$ cat config.mk
export PLATFORM = sky130hd
export DESIGN_NAME = uart_rx_fifo
export DESIGN_NICKNAME = d
export VERILOG_FILES = /design/src/rtl/uart_pkg.sv /design/src/rtl/uart_rx_fifo.sv
export SDC_FILE = /design/constraint.sdc
export NUM_CORES = 1
export LEC_CHECK = 0
export BUFFER_PORTS_ARGS = -buffer_cell sky130_fd_sc_hd__buf_2
export CAP_MARGIN = 5
export CORE_MARGIN = 2
export CORE_UTILIZATION = 40
export CTS_BUF_LIST = sky130_fd_sc_hd__clkbuf_4
export CTS_CLUSTER_SIZE = 40
export DETAILED_ROUTE_END_ITERATION = 6
export MAX_ROUTING_LAYER = met4
export PLACE_DENSITY = 0.54
export SYNTH_ARGS = -nofsm -noshare
export SYNTH_HDL_FRONTEND = slang
export SYNTH_SLANG_ARGS = --single-unit
$ cat constraint.sdc
create_clock -name CLK50M -period 8.3 [get_ports CLK50M]
set_input_delay 1.66 -clock CLK50M [delete_from_list [all_inputs] [get_ports CLK50M]]
set_output_delay 1.66 -clock CLK50M [all_outputs]
set_load 0.02 [all_outputs]
$ cat src/rtl/uart_pkg.sv
// Shared UART constants: byte width and default receive FIFO depth.
package uart_pkg;

    localparam int unsigned UART_BYTE_W     = 8;
    localparam int unsigned UART_FIFO_DEPTH = 16;

endpackage

$ cat src/rtl/uart_rx_fifo.sv
// First-word-fall-through byte FIFO behind the UART receiver, with sticky overflow flag.
// Accepts a byte on a one-cycle strobe and hands it to the consumer via valid/ready.
module uart_rx_fifo
    import uart_pkg::*;
#(
    parameter int unsigned DEPTH  = UART_FIFO_DEPTH,
    parameter int unsigned ADDR_W = $clog2(DEPTH)
) (
    input  logic                   CLK50M,
    input  logic                   RST,
    input  logic                   wr_stb,
    input  logic [UART_BYTE_W-1:0] wr_data,
    output logic                   rd_valid,
    input  logic                   rd_ready,
    output logic [UART_BYTE_W-1:0] rd_data,
    output logic [ADDR_W:0]        count,
    output logic                   full,
    output logic                   overflow,
    input  logic                   ovf_clr
);

    logic [UART_BYTE_W-1:0] mem [0:DEPTH-1];

    logic [ADDR_W-1:0] wr_ptr_q, wr_ptr_d;
    logic [ADDR_W-1:0] rd_ptr_q, rd_ptr_d;
    logic [ADDR_W:0]   count_q, count_d;
    logic              overflow_q, overflow_d;
    logic              rd_accept;
    logic              wr_accept;
    logic              wr_drop;

    assign rd_valid = (count_q != '0);
    assign full     = (count_q == (ADDR_W + 1)'(DEPTH));
    assign rd_data  = mem[rd_ptr_q];
    assign count    = count_q;
    assign overflow = overflow_q;

    assign rd_accept = rd_valid && rd_ready;
    // A read in the same cycle frees a slot, so a full FIFO can still take a byte.
    assign wr_accept = wr_stb && (!full || rd_accept);
    assign wr_drop   = wr_stb && !wr_accept;

    always_comb begin
        wr_ptr_d   = wr_ptr_q;
        rd_ptr_d   = rd_ptr_q;
        count_d    = count_q;
        overflow_d = overflow_q;

        if (wr_accept) begin
            wr_ptr_d = wr_ptr_q + 1'b1;
        end
        if (rd_accept) begin
            rd_ptr_d = rd_ptr_q + 1'b1;
        end

        if (wr_accept && !rd_accept) begin
            count_d = count_q + 1'b1;
        end else if (rd_accept && !wr_accept) begin
            count_d = count_q - 1'b1;
        end

        if (wr_drop) begin
            overflow_d = 1'b1;
        end else if (ovf_clr) begin
            overflow_d = 1'b0;
        end
    end

    always_ff @(posedge CLK50M) begin
        if (RST) begin
            wr_ptr_q   <= '0;
            rd_ptr_q   <= '0;
            count_q    <= '0;
            overflow_q <= 1'b0;
        end else begin
            wr_ptr_q   <= wr_ptr_d;
            rd_ptr_q   <= rd_ptr_d;
            count_q    <= count_d;
            overflow_q <= overflow_d;
        end
    end

    // Storage is deliberately not reset.
    always_ff @(posedge CLK50M) begin
        if (!RST && wr_accept) begin
            mem[wr_ptr_q] <= wr_data;
        end
    end

endmodule
* Word level (Yosys, flattened, before mapping) *
Memory sizes are Yosys's and may differ from the RTL's. A register that Yosys moved wholly into a read port is not among the register bits.
Cells that the tools add are included.

operators by class
  add/sub/neg operators = 4
  multiply operators = 0
  divide/modulo/power cells = 0
  order comparisons = 0
  eq/ne operators = 1
  shift-type cells = 0
  mux-type cells = 8
  bitwise logic cells = 0
  reduce and logical (&&, ||, !) cells = 14

operator list
  operator                                                             number
  5-bit two-way mux                                                    2
  4-bit by 1-bit adder with 4-bit output (second input constant)       2
  4-bit two-way mux                                                    2
  1-bit logical AND                                                    6
  5-bit by 1-bit adder with 5-bit output (second input constant)       1
  5-bit equality test (second input constant)                          1
  5-bit nonzero test                                                   1
  5-bit by 1-bit subtractor with 5-bit output (second input constant)  1
  1-bit zero test                                                      4
  1-bit two-way mux                                                    4
  2-bit nonzero test                                                   2
  1-bit logical OR                                                     1

word-level totals
  register bits = 14
  bits in latches = 0
  memory bits (writable) = 128
  ROM bits = 0
  input port bits = 13
  output and inout bits = 16
  logic and storage cells = 32
  memories = 1

memories
  name  words  width  read ports  clocked after Yosys merged registers in  wr ports  line                RTL
  mem   16     8      1           1                                        1         uart_rx_fifo.sv:22  logic [UART_BYTE_W-1:0] mem [0:DEPTH-1];

* Logic depth before layout (Yosys ltp) *
  depth after elaboration = 8
  mapped depth = 11

* Worst setup path after synthesis *
Ideal clock, no wire load.

  path type = input to register
  start point = input port rd_ready
  end point = register count_q[4], in the netlist count[4]
  library setup time = 0.123 ns
  arrival time = 3.410 ns
  required time = 8.177 ns
  setup slack = 4.767 ns
  stages = 8
  buffers on the path = 0
  path through = o31ai_4 inv_1 ha_1 fa_1 nand2b_1 a21oi_1 mux2i_1 mux2_1

between the ends
  word-level cells in the longest chain between the ends = 6

RTL lines
  what                          line                RTL
  from (decl)                   uart_rx_fifo.sv:14  input logic rd_ready,
  1-bit logical AND (*)         uart_rx_fifo.sv:38  assign rd_accept = rd_valid && rd_ready;
  1-bit logical OR              uart_rx_fifo.sv:40  assign wr_accept = wr_stb && (!full || rd_accept);
  1-bit logical AND             uart_rx_fifo.sv:40
  1-bit zero test               uart_rx_fifo.sv:58  end else if (rd_accept && !wr_accept) begin
  1-bit logical AND             uart_rx_fifo.sv:58
  2-bit nonzero test (no line)  n/a
  to (signal assigned)          uart_rx_fifo.sv:78  count_q <= count_d;
  to (decl)                     uart_rx_fifo.sv:26  logic [ADDR_W:0] count_q, count_d;

Every way passes the cells marked *; elsewhere a longest branch is shown, timed or not.
A chain may end at the register's enable or synchronous reset.

==> run metrics <==
clk buf depth=2; I/O pin total=29; leakage power=2.11 nW; Num CTS Buffers=17; Yosys top cell area share=0.661; Slew Limit Fails=0; Area Growth Syn to Fin=10.8%; register area=4210 µm²; top post-synthesis cells by area=edfxtp_1 66%, mux4_2 12%, dfxtp_1 6.2%; RSZ-0062 raised after global routing=no; setup violators final=0; antenna cell count=0; reg2reg path depth=9; vias in the first global route=2987; Syn Area/Cell=18.1 µm²; clk_skew=0.0105 ns; Final Hold Viols=0; outcome=completed; Async SR Flop Fraction=0; first drt pass iteration count=4; core area=14400 µm²; startpoint types=flip-flop; Die ar.=15500 µm²; Flop pwr share=0.479; worst path bufs/invs=2; Hold Crit Class=flip-flop to flip-flop; Post-CTS Setup Bufs=0; die width=125 µm; Post-CTS Hold Buffers=0; CTS resizes=0; fmax=238 MHz; CTS sink cnt=146; wire per inst=19.9 µm; global-route wire length before repair=17500 µm; number of synthesized flops with an enable pin=128; Seq/Total Area, Yosys=0.724; Worst slew margin=0.375; Die Y=125 µm; grt ovf=0; CTS tree=built; Internal=1.26 mW; top_reg_cell synth=edfxtp_1; worst slack, placed=4.45 ns; WHS Path Cells=2; critical path depth=5; NetSw=499 µW; fin crit share=0.507; Critical Setup Path Class=flip-flop to primary output; DRT Wirelength=11000 µm; share of layout cells above drive strength 1=0.257; Yosys cell types=35; maxcap violations=0; Tot GR Track Use=0.159; largest net degree at the start of global routing=33; initial DRC count=327; clock share of power=0.268; crit path cell chain=buf_4, mux4_2, a22oi_1, nand2_1, buf_2; Rows=44; htree depth=4; DP HPWL=7210 µm; slowest CP cell=mux4_2; crit path time final=4.20 ns; crit-path max cell delay=0.58 ns; DR vias/cell=5.22; fin util=0.448; clock root buffer master=clkbuf_4; setup tns final=0 ns; # port buffers=28; yosys warns=0; cell area after synthesis=5810 µm²; arrival time worst endpoint=2.54 ns; area of the multi-input gates=1520 µm²; Worst Tran Pin Value=0.935 ns; most common cell in the netlist=edfxtp_1; Layout Nets=379; Commonest cells post-synth=128 x edfxtp_1, 39 x nor2_1, 32 x mux4_2; CP Capture Type=primary output; clock slew at reported path FFs=0.11 ns; Fillers=1255; worst path required time=6.64 ns; switching fraction of total power=0.284; DRT antenna net count=0; remaining routing DRC violations=0; Combinational Power Share=0.253; CP max FO=32; Setup WS post-layout=4.10 ns; Starting Density=0.404; Synth area leader=edfxtp_1; Max IR drop VDD=0.172 mV; r2r setup slk=5.16 ns; #FFs+latches synth=146; Syn Nets=344; Clock Latency Late Sink=0.51 ns; Power per Cell Area=273 nW/µm²; Mapped Cells=321; initial antenna violation count=0; cell family with most CP delay=buffers and inverters; via count=2889; GPL Wtd Cong=0.739
-- final cells by class --
| type | count | share of cell area |
|---|---|---|
| clock buffers | 18 | 0.0210 |
| clock inverters | 14 | 0.0262 |
| inverters | 7 | 0.00408 |
| multi-input cells | 154 | 0.236 |
| flip-flops and latches | 146 | 0.653 |
| well taps | 184 | 0.0358 |
| repair buffers | 30 | 0.0241 |
-- cell usage in the layout, fill, tap and decap left out, drive strengths merged, types with 5 or more instances in the layout --
cell type	Yosys	routed
clkinv	0	8
inv	7	7
xor2	6	6
buf	7	30
clkbuf	7	18
a22oi	16	16
edfxtp	128	128
nand2	12	12
ha	9	9
a21oi	6	6
dfxtp	18	18
mux4	32	32
nor2	40	40
nand3	5	5
-- worst paths after layout --
| path | startpoint | endpoint |
|---|---|---|
| setup / recovery | flip-flop | rd_data[3] |
| hold / removal | wr_ptr_q[1] | wr_ptr_q[1] |
| setup reg to reg | count[0] | count[4] |
| hold reg to reg | wr_ptr_q[1] | wr_ptr_q[1] |
-- power by group through the flow --
stage / sequential (mW) / clock, mW / combinational, mW
global route: 0.847 / 0.516 / 0.495
finish: 0.842 / 0.470 / 0.444
floorplan: 0.866 / 0 / 0.340
detailed placement: 0.859 / 0 / 0.458
global placement: 0.858 / 0 / 0.451
CTS: 0.843 / 0.483 / 0.459
-- registers in the layout, summed over array words and instances (netlist names), named ones only --
register / count
wr_ptr_q: 4
rd_ptr_q: 4
count: 5
mem: 128
overflow: 1
-- cell families after synthesis --
logic type	synth area share
simple gates	0.0562
mux	0.132
xor+xnor	0.0106
compound gates	0.0394
flops	0.724
buf+inv	0.0155
fa+ha+maj	0.0228
-- routing by layer --
metal	vias up	part of all wire	global-route usage
met2	62	0.50	0.247
met5	-	0	-
li1	1336	-	-
met4	0	0.0053	0.0542
met1	1485	0.45	0.205
met3	6	0.047	0.0404
-- stage by stage --
| step | instance area [µm²] | hold WS [ns] | cells | power, mW |
|---|---|---|---|---|
| after floorplan | 5810 | 0.481 | 321 | 1.21 |
| after global placement | 6130 | 0.510 | 521 | 1.31 |
| after detailed placement | 6130 | 0.516 | 521 | 1.32 |
| after CTS | 6440 | 0.536 | 553 | 1.79 |
| after global routing | 6440 | 0.567 | 553 | 1.86 |
| final | 6440 | 0.536 | 553 | 1.76 |
-- worst reg2reg max path, delay by kind of cell (launching register included) --
kind | cells | cell delay [ns]
compound gates | 2 | 0.49
simple gates | 2 | 0.91
fa+ha+maj | 2 | 0.64
buf+inv | 1 | 0.08
mux | 2 | 0.55
flops | 1 | 0.38
No activity file was read; power rests on OpenSTA's default activity.
